$ cat src/rtl/dsp_seq_pkg.sv
// Shared types and constants for the DSP48A1-style MAC sequencer.
// Optional abort support is selected with DSP_SEQ_ABORT_EN (see dsp_mac_sequencer).
package dsp_seq_pkg;

    typedef enum logic [1:0] {
        StIdle,
        StRun,
        StDrain,
        StDone
    } state_e;

    localparam logic [7:0] OPMODE_IDLE = 8'h00;
    localparam logic [7:0] OPMODE_LOAD = 8'h01;
    localparam logic [7:0] OPMODE_ACC  = 8'h09;

    typedef struct packed {
        logic valid;
        logic first;
    } entry_t;

endpackage

$ cat src/rtl/dsp_mac_sequencer_if.sv
// Control/stream bundle between operand source, sequencer and slice control pins.
// The abort input exists only when DSP_SEQ_ABORT_EN is defined.
interface dsp_mac_sequencer_if #(
    parameter int LEN_W = 8
);
    logic             start;
    logic [LEN_W-1:0] len;
    logic             in_valid;
    logic             in_ready;
    logic             ab_ce;
    logic             p_ce;
    logic             p_rst;
    logic [7:0]       opmode;
    logic             busy;
    logic             done;
`ifdef DSP_SEQ_ABORT_EN
    logic             abort;

    modport master (
        output start, len, in_valid, abort,
        input  in_ready, ab_ce, p_ce, p_rst, opmode, busy, done
    );
    modport slave (
        input  start, len, in_valid, abort,
        output in_ready, ab_ce, p_ce, p_rst, opmode, busy, done
    );
`else
    modport master (
        output start, len, in_valid,
        input  in_ready, ab_ce, p_ce, p_rst, opmode, busy, done
    );
    modport slave (
        input  start, len, in_valid,
        output in_ready, ab_ce, p_ce, p_rst, opmode, busy, done
    );
`endif
endinterface

$ cat src/rtl/dsp_seq_delay.sv
// Control delay line matching the slice's operand-to-P latency.
// pending flags a valid entry anywhere except the output stage.
module dsp_seq_delay
    import dsp_seq_pkg::*;
#(
    parameter int DEPTH = 3
) (
    input  logic   clk,
    input  logic   rst,
    input  logic   flush,
    input  entry_t din,
    output entry_t dout,
    output logic   pending
);

    entry_t line_q [DEPTH];

    always_ff @(posedge clk or posedge rst) begin
        if (rst) begin
            for (int i = 0; i < DEPTH; i++) line_q[i] <= '0;
        end else if (flush) begin
            for (int i = 0; i < DEPTH; i++) line_q[i] <= '0;
        end else begin
            line_q[0] <= din;
            for (int i = 1; i < DEPTH; i++) line_q[i] <= line_q[i-1];
        end
    end

    assign dout = line_q[DEPTH-1];

    always_comb begin
        pending = 1'b0;
        for (int i = 0; i < DEPTH - 1; i++) pending = pending | line_q[i].valid;
    end

endmodule

$ cat src/rtl/dsp_mac_sequencer.sv
// Sequencer gating operand capture and P-register of a DSP48A1-style MAC slice.
// Define DSP_SEQ_ABORT_EN to add the abort input (flush, P clear, back to idle).
module dsp_mac_sequencer
    import dsp_seq_pkg::*;
#(
    parameter int PIPE_LAT = 4,
    parameter int LEN_W    = 8
) (
    input  logic                 clk,
    input  logic                 rst,
    dsp_mac_sequencer_if.slave   bus
);

    state_e           state_q, state_d;
    logic [LEN_W-1:0] cnt_q, cnt_d;
    logic             first_q, first_d;
    logic             p_rst_q, p_rst_d;
    logic             accept;
    logic             abort_hit;
    logic             pending;
    entry_t           push;
    entry_t           tail;

    assign accept = bus.in_valid & (state_q == StRun);

`ifdef DSP_SEQ_ABORT_EN
    assign abort_hit = bus.abort & ((state_q == StRun) | (state_q == StDrain));
`else
    assign abort_hit = 1'b0;
`endif

    assign push.valid = accept;
    assign push.first = accept & first_q;

    dsp_seq_delay #(
        .DEPTH (PIPE_LAT - 1)
    ) u_delay (
        .clk     (clk),
        .rst     (rst),
        .flush   (abort_hit),
        .din     (push),
        .dout    (tail),
        .pending (pending)
    );

    always_ff @(posedge clk or posedge rst) begin
        if (rst) begin
            state_q <= StIdle;
            cnt_q   <= '0;
            first_q <= 1'b0;
            p_rst_q <= 1'b0;
        end else begin
            state_q <= state_d;
            cnt_q   <= cnt_d;
            first_q <= first_d;
            p_rst_q <= p_rst_d;
        end
    end

    always_comb begin
        state_d = state_q;
        cnt_d   = cnt_q;
        first_d = first_q;
        p_rst_d = 1'b0;
        unique case (state_q)
            StIdle: begin
                if (bus.start && (bus.len != '0)) begin
                    cnt_d   = bus.len;
                    first_d = 1'b1;
                    p_rst_d = 1'b1;
                    state_d = StRun;
                end
            end
            StRun: begin
                if (accept) begin
                    cnt_d   = cnt_q - LEN_W'(1);
                    first_d = 1'b0;
                    if (cnt_q == LEN_W'(1)) state_d = StDrain;
                end
            end
            // No pushes happen here, so the last valid is at the tail once nothing is pending.
            StDrain: begin
                if (tail.valid && !pending) state_d = StDone;
            end
            StDone:  state_d = StIdle;
            default: state_d = StIdle;
        endcase
        if (abort_hit) begin
            state_d = StIdle;
            first_d = 1'b0;
            p_rst_d = 1'b1;
        end
    end

    always_comb begin
        bus.in_ready = (state_q == StRun);
        bus.ab_ce    = bus.in_valid & (state_q == StRun);
        bus.busy     = (state_q != StIdle);
        bus.done     = (state_q == StDone);
        bus.p_rst    = p_rst_q;
        bus.p_ce     = tail.valid;
        if (!tail.valid)     bus.opmode = OPMODE_IDLE;
        else if (tail.first) bus.opmode = OPMODE_LOAD;
        else                 bus.opmode = OPMODE_ACC;
    end

endmodule

$ cat src/flat_wrapper.sv
// flat-port wrapper written by rule: the top's interface ports become plain ports
module dsp_mac_sequencer_flat import dsp_seq_pkg::*;
#(
    parameter int PIPE_LAT = 4,
    parameter int LEN_W    = 8
)
  (clk, rst, bus_start, bus_len, bus_in_valid, bus_in_ready, bus_ab_ce, bus_p_ce, bus_p_rst, bus_opmode, bus_busy, bus_done);
  dsp_mac_sequencer_if #(.LEN_W(LEN_W)) bus_i ();
  input  logic clk;
  input  logic rst;
  input wire logic [$bits(bus_i.start)-1:0] bus_start;
  input wire logic [$bits(bus_i.len)-1:0] bus_len;
  input wire logic [$bits(bus_i.in_valid)-1:0] bus_in_valid;
  output wire logic [$bits(bus_i.in_ready)-1:0] bus_in_ready;
  output wire logic [$bits(bus_i.ab_ce)-1:0] bus_ab_ce;
  output wire logic [$bits(bus_i.p_ce)-1:0] bus_p_ce;
  output wire logic [$bits(bus_i.p_rst)-1:0] bus_p_rst;
  output wire logic [$bits(bus_i.opmode)-1:0] bus_opmode;
  output wire logic [$bits(bus_i.busy)-1:0] bus_busy;
  output wire logic [$bits(bus_i.done)-1:0] bus_done;
  assign bus_i.start = bus_start;
  assign bus_i.len = bus_len;
  assign bus_i.in_valid = bus_in_valid;
  assign bus_in_ready = bus_i.in_ready;
  assign bus_ab_ce = bus_i.ab_ce;
  assign bus_p_ce = bus_i.p_ce;
  assign bus_p_rst = bus_i.p_rst;
  assign bus_opmode = bus_i.opmode;
  assign bus_busy = bus_i.busy;
  assign bus_done = bus_i.done;
  dsp_mac_sequencer #(.PIPE_LAT(PIPE_LAT), .LEN_W(LEN_W)) u_core (.clk(clk), .rst(rst), .bus(bus_i));
endmodule
$ cat config.mk
export PLATFORM = sky130hd
export DESIGN_NAME = dsp_mac_sequencer_flat
export DESIGN_NICKNAME = d
export VERILOG_FILES = /design/src/rtl/dsp_seq_pkg.sv /design/src/rtl/dsp_mac_sequencer_if.sv /design/src/rtl/dsp_seq_delay.sv /design/src/rtl/dsp_mac_sequencer.sv /design/src/flat_wrapper.sv
export SDC_FILE = /design/constraint.sdc
export NUM_CORES = 1
export LEC_CHECK = 0
export BUFFER_PORTS_ARGS = -buffer_cell sky130_fd_sc_hd__buf_2
export CAP_MARGIN = 20
export CELL_PAD_IN_SITES_DETAIL_PLACEMENT = 1
export CELL_PAD_IN_SITES_GLOBAL_PLACEMENT = 1
export CORE_ASPECT_RATIO = 1.25
export CORE_MARGIN = 2
export CORE_UTILIZATION = 44
export DETAILED_ROUTE_END_ITERATION = 7
export PLACE_DENSITY = 0.84
export SLEW_MARGIN = 25
export SYNTH_ARGS = -nofsm -noshare
export SYNTH_HDL_FRONTEND = slang
export SYNTH_HIERARCHICAL = 1
export SYNTH_SLANG_ARGS = --single-unit
$ cat constraint.sdc
create_clock -name clk -period 4.4 [get_ports clk]
set_input_delay 0.88 -clock clk [delete_from_list [all_inputs] [get_ports clk]]
set_output_delay 0.88 -clock clk [all_outputs]
set_load 0.02 [all_outputs]
Word-level counts from Yosys, hierarchy flattened
Cells that the tools add are included.
W data, S select, Z words.
- add/sub/neg operators: 1
- equality and inequality tests: 8
- mux-type cells: 15
- bitwise gates (word level): 3
- reductions and logical operators: 9
- operator list (operator ; count):
    $mux W8 ; 2
    $pmux W8 S2 ; 1
    $eq A8 B1 Y1 const B ; 1
    $mux W2 ; 4
    $mux W4 ; 2
    $ne A2 B1 Y1 const B ; 4
    $pmux W2 S4 ; 1
    $reduce_bool A8 Y1 ; 1
    $sub A8 B1 Y8 const B ; 1
    $eq A2 B2 Y1 const B ; 2
    $mux W1 ; 4
    $reduce_and A4 Y1 ; 1
    $reduce_bool A2 Y1 ; 2
    $reduce_and A3 Y1 ; 1
    $and A1 B1 Y1 ; 2
    $eq A2 B1 Y1 const B ; 1
    $logic_and A1 B1 Y1 ; 2
    $logic_not A2 Y1 ; 1
    $pmux W1 S2 ; 1
    $logic_not A1 Y1 ; 1
    $or A1 B1 Y1 ; 1
- register bits: 18
- input bits: 12
- output and inout bits: 14

Depth between registers and ports, before layout
- depth in word-level cells: 5
- mapped depth: 8
- depth with buffers taken out: 6

Hierarchy
Netlist, hierarchy kept.
- by module, submodules not included (module ; times used ; cells each ; area an instance (µm²)):
    dsp_mac_sequencer ; 1 ; 97 ; 947.2
    dsp_seq_delay ; 1 ; 16 ; 212.7

Worst setup path after synthesis
No wires, ideal clock.
- path type: input to register
- from: input port bus_len[2]
- to: register u_core.cnt_q[0]
- library setup time: 0.124 ns
- arrival: 2.064 ns
- data required time: 4.276 ns
- path slack: 2.212 ns
- stages: 5
- cell sequence: or4_4 > o21ai_4 > buf_6 > a2111oi_2 > a211o_1
- word-level cells in the longest chain between the ends: 4
- RTL lines (item ; line ; RTL):
    start: declaration ; flat_wrapper.sv:12 ; input wire logic [$bits(bus_i.len)-1:0] bus_len;
    $reduce_bool A8 Y1 ; dsp_mac_sequencer.sv:67 ; if (bus.start && (bus.len != '0)) begin
    $logic_and A1 B1 Y1 ; dsp_mac_sequencer.sv:67 ;
    $ne A2 B1 Y1 (no line) ; n/a ;
    $reduce_and A3 Y1 (no line) ; n/a ;
    end signal: assignment ; dsp_mac_sequencer.sv:54 ; cnt_q <= cnt_d;
    end: declaration ; dsp_mac_sequencer.sv:15 ; logic [LEN_W-1:0] cnt_q, cnt_d;
Every way passes these cells.
A chain may end at the register's enable or synchronous reset.

Worst setup path after layout
- from: register u_core.state_q[1]
- to: output port bus_ab_ce
- word-level cells in the longest chain between the ends: 2
- RTL lines (item ; line ; RTL):
    start: declaration ; dsp_mac_sequencer.sv:14 ; state_e state_q, state_d;
    start signal: assignment ; dsp_mac_sequencer.sv:48 ; state_q <= StIdle;
    start signal: assignment ; dsp_mac_sequencer.sv:53 ; state_q <= state_d;
    $eq A2 B1 Y1 ; dsp_mac_sequencer.sv:97 ; bus.ab_ce = bus.in_valid & (state_q == StRun);
    $and A1 B1 Y1 ; dsp_mac_sequencer.sv:97 ;
    end: declaration ; flat_wrapper.sv:15 ; output wire logic [$bits(bus_i.ab_ce)-1:0] bus_ab_ce;
Every way passes these cells.

==> results.ini <==
[timing]
finalCriticalPeriod_ps=2869
tightest_slew_ps=712.9
drv_slew=0
skew_ps=4.028
holdWs_ps=479.9
tns_ps=0
finalSetupViolCount=0
fmax_mhz=348.6
timing.final.crit_share=0.6520
rsz0062_at_grt=false
finalWorstSetupSlack_ps=1531
hold_viol=0
relSlewSlack=0.5210

[power]
powerDensity_nw_per_um2=659.8
comb_power_share=0.531
power.share.switching=0.4516
pwr-share-clk=0.127
seqPwrFrac=0.342
ir_drop_mv=0.2737
leakage_nw=0.6097
p_int_uw=455.0
power.net_switching_uw=374.7

[synth]
netlist_instances=113
synth_seq_cells=18
synth-main-ff-cell=dfrtp_1
post-synth-top-area-cell=dfrtp_1
syn_area_per_cell_um2=10.26
yosys_warnings=6
synth_most_common_cell=dfrtp_1
synth-edff-count=0
synthTopCellsByCount=18 x dfrtp_1, 11 x buf_4, 10 x inv_1
synth_area_leaders=dfrtp_1 39%, buf_4 7.1%, ha_1 6.5%
synth_top_area_share=0.3883
synth_area_um2=1160
async_flop_share=1.000
synth.distinct_cells=37
ys_seq_area_frac=0.3883

[detailed_routing]
drc=0
viasPerCell=5.446
routed_wl_um=2626
initialDrtViolationCount=20
first_pass_iters=4
vias=904
postRouteAntennaNets=0
wl_per_cell_um=15.82

[clock_network]
clk_pin_slew_ps=110
ctsResizeCount=0
hold_buffers=0
clockRootBuffer=clkbuf_4
post_cts_buffers=0
cts_buffers=3
cts_tree=done
cts.path.max_buffers=2
cts_max_level=1
clk_latency_ps=300
cts_sinks=18

[layout]
seq_area_um2=450.4
nets=152
diodes=0
drive_gt1_frac=0.2331
fin_util=0.5076
multi_input_area_um2=596.8
fin_cells=166
fillers=293
syn2layout_area_growth_pct=8.415

[status]
status=finished clean

[setup_path]
crit_path_end_kind=output pin
worstPathArrival_ps=1990
cp-start-kind=flop
ff2ff_path_depth=6
critPathMaxFanout=21
worstPathRequired_ps=3520
worstSetupPathType=flop to output pin

[placement]
hpwl_um=2000
dp_slack_ps=1880
port_buffers=19
place_congestion=0.7592
placedCellCount=162

[floorplan]
ios=26
die-area_um2=3065
die_x_um=49.92
rows=20
initial_utilization=0.4682
core_um2=2477
chipHeight_um=61.41

[job]
maxCapViolations=0

[grt]
grt_pass1_wl_um=4491
antenna_found_initial=0
grt_pass1_vias=956
grtUsageTotal=0.2008
grt_max_degree=22
gr-total-overflow=0

[worst_hold_path]
hp-class=input pin to async pin

critical path, cell delays in order, from the launching register on:
cell	delay [ps]
dfrtp_1	420
inv_1	90
ha_1	620
and2_1	330
buf_2	210
registers in the layout (all words and copies together), names as in the netlist:
register and cells:
u_core/cnt_q 8, u_core/state_q 2, u_core/u_delay/line_q 4, u_core/first_q 1, u_core/bus.p_rst 1, u_core/u_delay/dout 2
path summary, 6_finish.rpt:
check | slack, ps | end | start
setup / recovery | 1530 | bus_ab_ce | u_core/state_q[1]$_DFFE_PP0P_
hold / removal | 480 | u_core/u_delay/dout[1]$_DFF_PP0_ | rst
setup reg to reg | 1990 | u_core/cnt_q[1]$_DFFE_PP0P_ | u_core/state_q[1]$_DFFE_PP0P_
hold reg to reg | 480 | u_core/u_delay/dout[0]$_DFF_PP0_ | u_core/u_delay/line_q[2]$_DFF_PP0_
max in group asynchronous | 3470 | u_core/cnt_q[1]$_DFFE_PP0P_ | rst
min in group clk | 480 | u_core/u_delay/dout[0]$_DFF_PP0_ | u_core/u_delay/line_q[2]$_DFF_PP0_
placed cells by master (no fill, tap or decap), drive strengths merged, types with 2 or more instances in the layout:
cell,n
a41oi,2
or4,2
a221oi,3
buf,19
inv,10
dfrtp,18
o21ai,2
nor2,9
a211o,2
mux2i,2
nor2b,8
o22a,6
conb,12
nand2,3
a21oi,3
a31oi,3
ha,6
clkbuf,4
a211oi,4
per-layer routing:
layer / part of all wire / track usage
met5: 0 / 0
met4: 0.020 / 0.09524
met3: 0.037 / 0.03155
met2: 0.54 / 0.3810
met1: 0.40 / 0.2222
final cells by class:
cell class                      instances  share of cell area
Inverter                               10             0.02985
Clock buffer                            4             0.02886
Tap cell                               33             0.03284
Timing Repair Buffer                   19             0.07562
Multi-Input combinational cell         82              0.4746
Sequential cell                        18              0.3582
per-stage QoR:
stage | cell area, um2 | total power, mW
after detailed placement | 1221 | 0.7248
final | 1257 | 0.8297
after global placement | 1221 | 0.6970
after floorplan | 1201 | 0.6467
after CTS | 1257 | 0.8363
after global routing | 1257 | 0.8985
cell families (layout without fill, tap and decap cells):
group                    count (synthesis)  after routing  share of synthesized area
multiplexers                             3              3                    0.02697
adder cells (fa/ha/maj)                  6              6                    0.06472
AO/OA/AOI/OAI                           30             30                     0.2287
buffers and inverters                   24             33                     0.1327
other                                    1             12                   0.003233
AND/OR/NAND/NOR                         31             31                     0.1554
flip-flops                              18             18                     0.3883
power by group through the flow:
stage | clock, mW | sequential (mW) | combinational, mW
final | 0.106 | 0.284 | 0.440
after CTS | 0.111 | 0.283 | 0.442
after floorplan | 0 | 0.272 | 0.375
after detailed placement | 0 | 0.286 | 0.439
after global placement | 0 | 0.279 | 0.418
after global routing | 0.115 | 0.292 | 0.492
No activity file was read; power rests on OpenSTA's default activity.
